===== config.mk =====
export PLATFORM = sky130hd
export DESIGN_NAME = vr_ctrl_ws
export DESIGN_NICKNAME = d
export VERILOG_FILES = /design/src/rtl/vr_ctrl_ws_pkg.sv /design/src/rtl/vr_wait_timer.sv /design/src/rtl/vr_ctrl_ws.sv
export SDC_FILE = /design/constraint.sdc
export NUM_CORES = 1
export LEC_CHECK = 0
export BUFFER_PORTS_ARGS = -buffer_cell sky130_fd_sc_hd__buf_2
export CAP_MARGIN = 15
export CORE_MARGIN = 5
export CORE_UTILIZATION = 55
export DETAILED_ROUTE_END_ITERATION = 6
export GPL_TIMING_DRIVEN = 0
export PLACE_DENSITY = 0.9
export SYNTH_ARGS = -nofsm -noshare
export SYNTH_HDL_FRONTEND = slang
export SYNTH_SLANG_ARGS = --single-unit

===== constraint.sdc =====
create_clock -name clk -period 2.9 [get_ports clk]
set_input_delay 0.58 -clock clk [delete_from_list [all_inputs] [get_ports clk]]
set_output_delay 0.58 -clock clk [all_outputs]
set_load 0.1 [all_outputs]

===== src/rtl/vr_ctrl_ws_pkg.sv =====
// Shared opcode and controller-state types for the VeriRisc-style sequencer.
// Used by vr_ctrl_ws (optional resume port: VR_CTRL_RESUME_EN).
package opcodes;

  typedef enum logic [2:0] {
    HLT = 3'd0,
    SKZ = 3'd1,
    ADD = 3'd2,
    AND = 3'd3,
    XOR = 3'd4,
    LDA = 3'd5,
    STO = 3'd6,
    JMP = 3'd7
  } opcode_t;

  typedef enum logic [3:0] {
    INST_ADDR  = 4'd0,
    INST_FETCH = 4'd1,
    INST_LOAD  = 4'd2,
    DECODE     = 4'd3,
    OP_ADDR    = 4'd4,
    OP_FETCH   = 4'd5,
    ALU_OP     = 4'd6,
    STORE      = 4'd7,
    HALTED     = 4'd8,
    BUS_ERR    = 4'd9
  } ctrl_state_t;

  function automatic logic is_alu(opcode_t op);
    return (op == ADD) || (op == AND) ||
           (op == XOR) || (op == LDA);
  endfunction

endpackage


===== src/rtl/vr_wait_timer.sv =====
// Saturating memory-wait counter; expired flags the last allowed wait cycle.
// TIMEOUT=0 never expires.
module vr_wait_timer
  import opcodes::*;
#(
  parameter int TIMEOUT = 15,
  parameter int CW = (TIMEOUT > 0) ? $clog2(TIMEOUT + 1) : 1
) (
  input  logic          clk,
  input  logic          rst,
  input  logic          clr,
  input  logic          en,
  output logic [CW-1:0] count,
  output logic          expired
);

  localparam logic [CW-1:0] LAST =
    CW'((TIMEOUT > 0) ? TIMEOUT - 1 : 0);

  always_ff @(posedge clk or negedge rst) begin
    if (!rst) begin
      count <= '0;
    end else if (clr) begin
      count <= '0;
    end else if (en && (count != '1)) begin
      count <= count + CW'(1);
    end
  end

  assign expired = (TIMEOUT > 0) && (count == LAST);

endmodule


===== src/rtl/vr_ctrl_ws.sv =====
// Multi-cycle CPU sequencer with memory wait states and bus timeout.
// Define VR_CTRL_RESUME_EN to add the resume port that leaves HALTED.
module vr_ctrl_ws
  import opcodes::*;
#(
  parameter int TIMEOUT = 15,
  parameter int OPW     = 3
) (
  input  logic        clk,
  input  logic        rst,
  input  opcode_t     opcode,
  input  logic        zero,
  input  logic        mem_ready,
`ifdef VR_CTRL_RESUME_EN
  input  logic        resume,
`endif
  output logic        halt,
  output logic        load_ac,
  output logic        mem_rd,
  output logic        mem_wr,
  output logic        inc_pc,
  output logic        load_pc,
  output logic        load_ir,
  output logic        bus_err,
  output ctrl_state_t state_o
);

  localparam int CW = (TIMEOUT > 0) ? $clog2(TIMEOUT + 1) : 1;

  if (OPW != $bits(opcode_t)) begin : g_opw_chk
    $error("OPW must equal the width of opcode_t");
  end

  ctrl_state_t   state;
  ctrl_state_t   state_n;
  logic          alu;
  logic          tmr_clr;
  logic [CW-1:0] tmr_count;
  logic          tmr_exp;

  assign alu     = is_alu(opcode);
  assign state_o = state;

  always_ff @(posedge clk or negedge rst) begin
    if (!rst) state <= INST_ADDR;
    else      state <= state_n;
  end

  // Counter restarts on every state change, so each wait starts at zero.
  assign tmr_clr = (state_n != state);

  vr_wait_timer #(
    .TIMEOUT (TIMEOUT),
    .CW      (CW)
  ) u_timer (
    .clk     (clk),
    .rst     (rst),
    .clr     (tmr_clr),
    .en      (!tmr_clr),
    .count   (tmr_count),
    .expired (tmr_exp)
  );

  always_comb begin
    state_n = state;
    halt    = 1'b0;
    load_ac = 1'b0;
    mem_rd  = 1'b0;
    mem_wr  = 1'b0;
    inc_pc  = 1'b0;
    load_pc = 1'b0;
    load_ir = 1'b0;
    bus_err = 1'b0;
    unique case (state)
      INST_ADDR: state_n = INST_FETCH;
      INST_FETCH: begin
        mem_rd = 1'b1;
        if (mem_ready)    state_n = INST_LOAD;
        else if (tmr_exp) state_n = BUS_ERR;
      end
      INST_LOAD: begin
        mem_rd  = 1'b1;
        load_ir = 1'b1;
        state_n = DECODE;
      end
      DECODE: begin
        mem_rd  = 1'b1;
        load_ir = 1'b1;
        state_n = OP_ADDR;
      end
      OP_ADDR: begin
        inc_pc  = 1'b1;
        state_n = (opcode == HLT) ? HALTED : OP_FETCH;
      end
      OP_FETCH: begin
        mem_rd = alu;
        if (!alu || mem_ready) state_n = ALU_OP;
        else if (tmr_exp)      state_n = BUS_ERR;
      end
      ALU_OP: begin
        mem_rd  = alu;
        load_ac = alu;
        load_pc = (opcode == JMP);
        inc_pc  = (opcode == SKZ) && zero;
        state_n = STORE;
      end
      STORE: begin
        mem_rd  = alu;
        load_ac = alu;
        load_pc = (opcode == JMP);
        mem_wr  = (opcode == STO);
        if ((opcode != STO) || mem_ready) state_n = INST_ADDR;
        else if (tmr_exp)                 state_n = BUS_ERR;
      end
      HALTED: begin
        halt = 1'b1;
`ifdef VR_CTRL_RESUME_EN
        if (resume) state_n = INST_ADDR;
`endif
      end
      BUS_ERR: bus_err = 1'b1;
      default: state_n = INST_ADDR;
    endcase
  end

endmodule


==> impl_metrics.toml, run 1 <==
[cells_and_area]
area_growth_pct = 22.5
final_cells = 121
num_antenna_cells = 0
fillCellCount = 101
drive_gt1_share_pct = 34.0
layout.nets = 117

[setup_path]
worstSetupPathType = "reg -> out"
critical_path.endpoint_type = "output pin"
cp_max_fo = 10
timing.critical_path.arrival_ns = 2.07
worst-endpoint-required_ns = 2.32
setup.worst_path.start_class = "register"

[clock_tree]
cts-root-to-sink-buffers = 2
hold_buffer_count_at_cts = 0
numClockSinks = 8
postCtsSetupBuffers = 0
cts_max_level = 1
clock_tree.root_cell = "sky130_fd_sc_hd__clkbuf_4"
cts_tree = "built"
path_clk_slew_ns = 0.06
cts_resized = 0
worst_skew_pair.late_latency_ns = 0.26
cts-buffers-inserted = 3

[synth]
post-synth-top-area-cell = "sky130_fd_sc_hd__dfrtp_1"
synth-adder-area-share_pct = 3.31
seq_area_frac_synth_pct = 26.5
synth-simple-area-share_pct = 27.2
yosysWarnings = 0
synth_seq_cells = 8
yosys-top-cells-area = "sky130_fd_sc_hd__dfrtp_1 (26%), sky130_fd_sc_hd__nand3_1 (4.6%), sky130_fd_sc_hd__a21oi_1 (4.0%)"
post-synth-top-area-fraction_pct = 26.5
synthArstFlopShare_pct = 100
synth.avg_cell_area_um2 = 8.59
synthXorXnorAreaFrac_pct = 4.47
synth.mux.area_fraction_pct = 2.81
netlist_area_um2 = 756
postSynth.topFlopCell = "sky130_fd_sc_hd__dfrtp_1"
post_synth_num_cell_types = 44
syn-num-nets = 97
synthCells = 88
synth_enable_flop_cells = 0
synth_top_family_by_area = "compound AO/OA/AOI/OAI gates"
compound_gate_fraction_of_synth_area_pct = 28.0

[routing]
post_drt_wl_per_cell_um = 16.6
detail_route.first_pass.iterations = 4
drcViolationCount = 0
post_drt_via_cell_ratio = 6.25
detail_route.iter0.violations = 34
wl_um = 2000
route.antenna.remaining_nets = 0
vias = 756

[floorplanning]
core_area_mm2 = 0.00130
std_cell_rows = 13
fp.dieH_um = 47.1
dieArea_mm2 = 0.00222
pin_count = 19
die_w_um = 47.1
initial_utilization_pct = 58.1

[pwr]
power_leakage_uw = 0.000404
netSwitchingPower_uw = 714
pwr-share-clk_pct = 8.1
p_int_uw = 396
power_density_mw_per_mm2 = 1200
max-vdd-ir-drop_mv = 0.955
share_seq_of_total_power_pct = 17.1
share_comb_of_total_power_pct = 74.8
power.share.switching_pct = 64.3
power_uw = 1110

[timing]
min_period_ns = 2.65
maxSlewHeadroom_pct = 61.0
final_max_slew_viol_count = 0
final.hold.worst_slack_ns = 0.149
worst_slew_pin_slew_ns = 0.585
timing_hold_violations_final = 0
postLayoutSetupSlackWorst_ns = 0.251
timing.fmax_mhz = 377
finalSetupViolations = 0
timing.clock.skew_ns = 0.00200
rsz0062_at_grt = "no"
min_period_over_period_pct = 91.4

[run]
max_cap_violations = 0

[global_route]
use_met1_pct = 28.7
globalRouteMet3Util_pct = 4.60
antenna_found_initial = 0
grt_first_pass_wirelength_um = 3390
grt_pass1_vias = 751
grt_use_met2_pct = 33.6
largest_net_degree_at_the_start_of_global_routing = 11
gr-max-usage-layer = "met2"
globalRouteOverflowTotal = 0
grt_use_total_pct = 21.7

[place]
count_of_port_buffers_added_during_placement = 15
gpl.final_weighted_congestion = 0.849
placement.setup.worst_slack_ns = 0.443
dp.cells = 118

[run_status]
run_status = "finished, final reports clean"

[hold_path]
hold_path.class = "in -> async"
-- flip-flops by register name, summed over array words and instances (netlist names) --
register,cells
state_o,4
u_timer.count,4
-- routing by layer --
metal | wire (um) | share of wire, % | up-vias
met5 | 0 | 0 | -
li1 | - | - | 369
met3 | 135 | 6.7 | 4
met4 | 25 | 1.2 | 0
met1 | 922 | 46 | 345
met2 | 920 | 46 | 38
-- metrics by stage --
stage / instance area [um2] / setup TNS (ns) / util [%]
3_5_place_dp: 903 / 0 / 69.4
6_report: 926 / 0 / 71.2
2_1_floorplan: 810 / -0.795 / -
4_1_cts: 926 / 0 / 71.2
3_3_place_gp: 903 / 0 / 69.4
5_1_grt: 926 / 0 / 71.2
-- critical path, stage by stage (launching register included) --
cell and delay [ns]:
sky130_fd_sc_hd__dfrtp_1 0.48, sky130_fd_sc_hd__clkbuf_1 0.49, sky130_fd_sc_hd__nor2_1 0.17, sky130_fd_sc_hd__a211oi_4 0.21
sky130_fd_sc_hd__buf_2 0.45
-- synth_stat cells, drive strengths merged (2+ instances only) --
cell type	n
dfrtp	8
nand3	8
a21oi	6
nor2	6
buf	5
a211oi	4
inv	4
nor3	4
o21ai	4
nand2	3
nand3b	3
and2	2
clkbuf	2
ha	2
nor2b	2
nor3b	2
o22ai	2
o32ai	2
xnor2	2
-- placed cells by master (no fill, tap or decap), types with 3 or more instances in the layout --
cell	synthesis	routed
sky130_fd_sc_hd__buf_2	2	17
sky130_fd_sc_hd__dfrtp_1	8	8
sky130_fd_sc_hd__nand3_1	7	7
sky130_fd_sc_hd__a21oi_1	6	6
sky130_fd_sc_hd__nor2_1	6	6
sky130_fd_sc_hd__inv_1	4	4
sky130_fd_sc_hd__nand2_1	3	3
sky130_fd_sc_hd__a211oi_1	4	3
sky130_fd_sc_hd__clkbuf_4	0	3
-- power groups by stage --
stage	sequential (uW)	clock (uW)	combinational, uW
2_1_floorplan	338	0	553
4_1_cts	188	87.9	826
3_5_place_dp	189	0	821
5_1_grt	195	91.5	868
3_3_place_gp	187	0	809
6_report	190	90.0	830
-- kinds of logic (layout without fill, tap and decap cells) --
logic type,after synthesis,after routing
and+or+nand+nor,34,34
AOI/OAI and AO/OA,28,28
buffers and inverters,11,29
DFF,8,8
xor gates and xnor gates,3,3
adders and majority gates,2,2
muxes,2,2
-- worst paths after layout --
path | startpoint | to | slack (ns) | depth (start not counted)
worst min-delay path | rst | state_o[3] | 0.15 | 1
worst min register to register | u_timer.count[0] | u_timer.count[0] | 0.62 | 2
worst max-delay path | state_o[1] | mem_rd | 0.25 | 4
max in group asynchronous | rst | u_timer.count[0] | 2.58 | 1
min in group clk | u_timer.count[0] | u_timer.count[0] | 0.62 | 2
worst max register to register | state_o[3] | state_o[3] | 1.34 | 4
-- layout make-up --
cell class,instances,area (um2),area share [%]
Buffer,7,43.8,4.73
Multi-Input combinational cell,69,551,59.5
Sequential cell,8,200,21.6
Timing Repair Buffer,15,75.1,8.11
Tap cell,15,18.8,2.03
Inverter,4,15.0,1.62
Clock buffer,3,22.5,2.43
No activity file was read; power rests on OpenSTA's default activity.
==> run 2, diff against run 1 <==
--- a/config.mk
+++ b/config.mk
@@ -7,11 +7,13 @@
 export LEC_CHECK = 0
 export BUFFER_PORTS_ARGS = -buffer_cell sky130_fd_sc_hd__buf_2
 export CAP_MARGIN = 15
+export CELL_PAD_IN_SITES_DETAIL_PLACEMENT = 1
+export CELL_PAD_IN_SITES_GLOBAL_PLACEMENT = 1
 export CORE_MARGIN = 5
-export CORE_UTILIZATION = 55
+export CORE_UTILIZATION = 40
 export DETAILED_ROUTE_END_ITERATION = 6
 export GPL_TIMING_DRIVEN = 0
-export PLACE_DENSITY = 0.9
+export PLACE_DENSITY = 0.89
 export SYNTH_ARGS = -nofsm -noshare
 export SYNTH_HDL_FRONTEND = slang
 export SYNTH_SLANG_ARGS = --single-unit
==> impl_metrics.toml, run 2 (synthesized netlist as in run 1, its figures left out) <==
[routing]
drcViolationCount = 0
post_drt_via_cell_ratio = 5.86
detail_route.iter0.violations = 19
detail_route.first_pass.iterations = 4
vias = 768
post_drt_wl_per_cell_um = 16.7
route.antenna.remaining_nets = 0
wl_um = 2190

[clock_tree]
path_clk_slew_ns = 0.05
hold_buffer_count_at_cts = 0
cts_tree = "built"
cts-buffers-inserted = 3
cts_max_level = 1
cts-root-to-sink-buffers = 2
cts_resized = 0
clock_tree.root_cell = "sky130_fd_sc_hd__clkbuf_4"
numClockSinks = 8
worst_skew_pair.late_latency_ns = 0.25
postCtsSetupBuffers = 0

[setup_path]
critPathSlowestCell = "sky130_fd_sc_hd__clkbuf_1"
regToRegEndpoint = "state_o[2]"
setup.worst_path.start_class = "register"
largest_delay_share_family_worst_path = "buffers and inverters"
critical_path.endpoint_type = "output pin"
cp_max_fo = 10
slowest_delay_ns = 0.51
worstPathCellList = "clkbuf_1, nor2b_1, nand3_1, inv_1, buf_2"
worstSetupPathType = "reg -> out"
worst-endpoint-required_ns = 2.32
timing.critical_path.from = "state_o[0]"
critical_path_buf_inv_count = 3
timing.reg2reg.setup_slack_ns = 1.29
reg2reg_depth = 3
timing.critical_path.arrival_ns = 2.13
worstReg2RegStart = "state_o[1]"

[timing]
min_period_ns = 2.71
final.hold.worst_slack_ns = 0.155
worst_slew_pin_slew_ns = 0.592
finalSetupViolations = 0
maxSlewHeadroom_pct = 60.5
timing_hold_violations_final = 0
final_max_slew_viol_count = 0
timing.fmax_mhz = 368
min_period_over_period_pct = 93.6
rsz0062_at_grt = "no"
timing.clock.skew_ns = 0.00389

[hold_path]
hold_path.class = "in -> async"

[global_route]
globalRouteOverflowTotal = 0
largest_net_degree_at_the_start_of_global_routing = 11
grt_first_pass_wirelength_um = 3950
grt_pass1_vias = 839
grt_use_total_pct = 19.1
antenna_found_initial = 0

[pwr]
power_uw = 1120
power_leakage_uw = 0.000404
max-vdd-ir-drop_mv = 0.864
power_density_mw_per_mm2 = 1190

[place]
gpl.final_weighted_congestion = 0.861
count_of_port_buffers_added_during_placement = 15
dp.cells = 128
post-dp-hpwl_um = 1710

[floorplanning]
pin_count = 19
fp.dieH_um = 53.5
die_w_um = 53.5
initial_utilization_pct = 42.8
std_cell_rows = 15
core_area_mm2 = 0.00176
dieArea_mm2 = 0.00286

[cells_and_area]
num_antenna_cells = 0
drive_gt1_share_pct = 34.0
footprint_of_the_multi_input_gates_um2 = 551
final_cells = 131
layout.cells.most_common = "sky130_fd_sc_hd__buf_2"
layout.nets = 117
fillCellCount = 237
register_area_um2 = 200
area_growth_pct = 24.2
mostFrequentLayoutCells = "sky130_fd_sc_hd__buf_2 (17), sky130_fd_sc_hd__dfrtp_1 (8), sky130_fd_sc_hd__nand3_1 (7), sky130_fd_sc_hd__a21oi_1 (6), sky130_fd_sc_hd__nor2_1 (6)"

[run_status]
run_status = "finished, final reports clean"

[run]
max_cap_violations = 0
-- run 2: worst max-delay path by stage --
stage,endpoint,slack (ns),cells past startpoint
final,bus_err,0.19,5
after global routing,bus_err,0.08,5
after CTS,bus_err,0.20,5
after detailed placement,inc_pc,0.43,5
after global placement,inc_pc,0.44,5
after floorplan,load_ac,-0.23,2
-- run 2: power breakdown --
| group | total [uW] | switching (uW) | internal [uW] |
|---|---|---|---|
| registers | 196 | 55.6 | 140 |
| logic | 838 | 630 | 208 |
| clock network | 83.5 | 36.3 | 47.2 |
| total | 1120 | 722 | 396 |
-- run 2: final cells by class --
type | instances | share of cell area, %
multi-input cells | 69 | 58.7
flip-flops and latches | 8 | 21.3
repair buffers | 15 | 8.00
plain buffers | 7 | 4.67
well taps | 25 | 3.33
clock buffers | 3 | 2.40
inverters | 4 | 1.60
-- run 2: worst register-to-register path, delay by kind of cell, from the launching register on --
| kind | cells | cell delay (ns) |
|---|---|---|
| DFF | 1 | 0.49 |
| and+or+nand+nor | 1 | 0.15 |
| AOI/OAI and AO/OA | 1 | 0.37 |
| buffers and inverters | 1 | 0.49 |
-- run 2: layer usage --
| metal | wire [um] | global-route usage (%) | up-vias |
|---|---|---|---|
| li1 | - | - | 368 |
| met1 | 1000 | 24.2 | 381 |
| met2 | 1100 | 31.0 | 17 |
| met3 | 68 | 2.82 | 2 |
| met4 | 25 | 9.36 | 0 |
| met5 | 0 | 0 | - |
-- run 2: through the flow --
stage	utilization (%)	instance area [um2]	setup WS (ns)	TNS, ns
after floorplan	-	810	-0.231	-0.795
after CTS	53.2	938	0.196	0
after global placement	51.9	916	0.440	0
after global routing	53.2	938	0.0816	0
final	53.2	938	0.186	0
after detailed placement	51.9	916	0.427	0
==> run 3, diff against run 2 <==
--- a/config.mk
+++ b/config.mk
@@ -5,12 +5,13 @@
 export SDC_FILE = /design/constraint.sdc
 export NUM_CORES = 1
 export LEC_CHECK = 0
+export ABC_AREA = 1
 export BUFFER_PORTS_ARGS = -buffer_cell sky130_fd_sc_hd__buf_2
 export CAP_MARGIN = 15
 export CELL_PAD_IN_SITES_DETAIL_PLACEMENT = 1
 export CELL_PAD_IN_SITES_GLOBAL_PLACEMENT = 1
 export CORE_MARGIN = 5
-export CORE_UTILIZATION = 40
+export CORE_UTILIZATION = 37
 export DETAILED_ROUTE_END_ITERATION = 6
 export GPL_TIMING_DRIVEN = 0
 export PLACE_DENSITY = 0.89
==> impl_metrics.toml, run 3 <==
[synth]
seq_area_frac_synth_pct = 28.4
synth.avg_cell_area_um2 = 6.58
yosys-top-cells-area = "sky130_fd_sc_hd__dfrtp_1 (28%), sky130_fd_sc_hd__nand2_1 (15%), sky130_fd_sc_hd__inv_1 (7.5%)"
post-synth-top-area-cell = "sky130_fd_sc_hd__dfrtp_1"
synth_seq_cells = 8
post_synth_num_cell_types = 21
synth_commonest_cells = "sky130_fd_sc_hd__nand2_1 (28), sky130_fd_sc_hd__inv_1 (14), sky130_fd_sc_hd__nor2_1 (10)"
synthMostInstantiatedCell = "sky130_fd_sc_hd__nand2_1"
syn-num-nets = 116
postSynth.topFlopCell = "sky130_fd_sc_hd__dfrtp_1"
synth_enable_flop_cells = 0
post-synth-top-area-fraction_pct = 28.4
synthArstFlopShare_pct = 100
synthCells = 107
yosysWarnings = 0
netlist_area_um2 = 704

[timing]
worst_slew_pin_slew_ns = 0.487
final_max_slew_viol_count = 0
maxSlewHeadroom_pct = 67.7
fin_setup_tns_ns = 0
timing.clock.skew_ns = 0.00233
timing_hold_violations_final = 0
timing.fmax_mhz = 436
rsz0062_at_grt = "no"
finalSetupViolations = 0
min_period_over_period_pct = 79.2
min_period_ns = 2.30

[setup_path]
critical_path.endpoint_type = "output pin"
worstReg2RegStart = "state_o[1]"
worst-endpoint-required_ns = 2.32
timing.reg2reg.setup_slack_ns = 1.14
worstSetupPathType = "reg -> out"
timing.critical_path.arrival_ns = 1.72
cp_max_fo = 9
setup.worst_path.start_class = "register"
regToRegEndpoint = "u_timer.count[1]"
reg2reg_depth = 10

[clock_tree]
cts_max_level = 1
hold_buffer_count_at_cts = 0
worst_skew_pair.late_latency_ns = 0.26
clock_tree.root_cell = "sky130_fd_sc_hd__clkbuf_4"
postCtsSetupBuffers = 0
cts_tree = "built"
cts-buffers-inserted = 3
numClockSinks = 8
cts_resized = 0
path_clk_slew_ns = 0.05
cts-root-to-sink-buffers = 2

[floorplanning]
fp.dieH_um = 53.6
std_cell_rows = 15
pin_count = 19
dieArea_mm2 = 0.00288
core_area_mm2 = 0.00176
initial_utilization_pct = 39.9
die_w_um = 53.6

[global_route]
globalRouteOverflowTotal = 0
antenna_found_initial = 0
largest_net_degree_at_the_start_of_global_routing = 10
grt_first_pass_wirelength_um = 3600
grt_use_total_pct = 17.6
grt_pass1_vias = 820

[cells_and_area]
mostFrequentLayoutCells = "sky130_fd_sc_hd__nand2_1 (28), sky130_fd_sc_hd__buf_2 (18), sky130_fd_sc_hd__inv_1 (14), sky130_fd_sc_hd__nor2_1 (8), sky130_fd_sc_hd__dfrtp_1 (8)"
drive_gt1_share_pct = 35.2
register_area_um2 = 200
num_antenna_cells = 0
layout.cells.most_common = "sky130_fd_sc_hd__nand2_1"
footprint_of_the_multi_input_gates_um2 = 465
area_growth_pct = 24.0
fillCellCount = 263
layout.nets = 139

[routing]
post_drt_via_cell_ratio = 5.23
post_drt_wl_per_cell_um = 13.5
detail_route.first_pass.iterations = 4
wl_um = 2070
vias = 800
detail_route.iter0.violations = 6
route.antenna.remaining_nets = 0
drcViolationCount = 0

[hold_path]
hold_path.class = "in -> async"

[place]
gpl.final_weighted_congestion = 0.825
count_of_port_buffers_added_during_placement = 18
post-dp-hpwl_um = 1710

[run]
max_cap_violations = 0

[run_status]
run_status = "finished, final reports clean"
-- run 3: changes by cell type after synthesis, moves of 3 or more --
cell	previous run	this run
sky130_fd_sc_hd__nand2_2	0	5
sky130_fd_sc_hd__inv_2	0	3
sky130_fd_sc_hd__a211oi_1	4	0
sky130_fd_sc_hd__nor2_1	6	10
sky130_fd_sc_hd__nand2_1	3	28
sky130_fd_sc_hd__inv_1	4	14
sky130_fd_sc_hd__nand4_1	0	4
sky130_fd_sc_hd__nor2_2	0	4
sky130_fd_sc_hd__o21ai_0	1	4
-- run 3: routing by layer --
| metal | GRT usage (%) | vias up | wire length (um) |
|---|---|---|---|
| met1 | 19.5 | 395 | 896 |
| met4 | 3.83 | 0 | 16 |
| met3 | 6.37 | 2 | 81 |
| met5 | 0 | - | 0 |
| met2 | 31.8 | 16 | 1070 |
| li1 | - | 387 | - |
-- run 3: area by class of cell --
| class | instances | area share (%) |
|---|---|---|
| sequential | 8 | 22.9 |
| timing repair buffer | 18 | 10.3 |
| clock buffer | 3 | 2.58 |
| inverter | 17 | 7.31 |
| tap | 25 | 3.58 |
| multi-input combinational | 82 | 53.3 |
-- run 3: kinds of logic after synthesis --
group,synth area share (%)
compound gates,11.4
xor+xnor,1.24
fa+ha+maj,3.55
buf+inv,9.06
flops,28.4
simple gates,46.4
-- run 3: stage by stage --
step                      instance area (um2)  cells  hold WS [ns]  setup slack, ns  util (%)
after floorplan                           729    107         0.284           -0.540         -
after global placement                    851    150         0.426            0.711      48.2
after detailed placement                  851    150         0.433            0.725      48.2
after CTS                                 873    153         0.148            0.598      49.5
after global routing                      873    153         0.155            0.493      49.5
final                                     873    153         0.150            0.604      49.5
-- run 3: how the worst max path moves through the flow --
stage,slack [ns],from,to
2_1_floorplan,-0.54,state_o[2],inc_pc
3_3_place_gp,0.71,opcode[0],mem_wr
3_5_place_dp,0.72,opcode[0],mem_wr
4_1_cts,0.60,state_o[3],inc_pc
5_1_grt,0.49,state_o[1],inc_pc
6_report,0.60,state_o[3],inc_pc
-- run 3: critical path: stages, from the launching register on --
cell                      delay [ns]
sky130_fd_sc_hd__dfrtp_1        0.46
sky130_fd_sc_hd__inv_2          0.19
sky130_fd_sc_hd__nand2_2        0.09
sky130_fd_sc_hd__nor2_2         0.17
sky130_fd_sc_hd__inv_1          0.05
sky130_fd_sc_hd__o21ai_1        0.06
sky130_fd_sc_hd__buf_2          0.43
Power of run 3 is not shown: default switching activity piles up to over one toggle a cycle in this logic, so the estimate is an artifact.
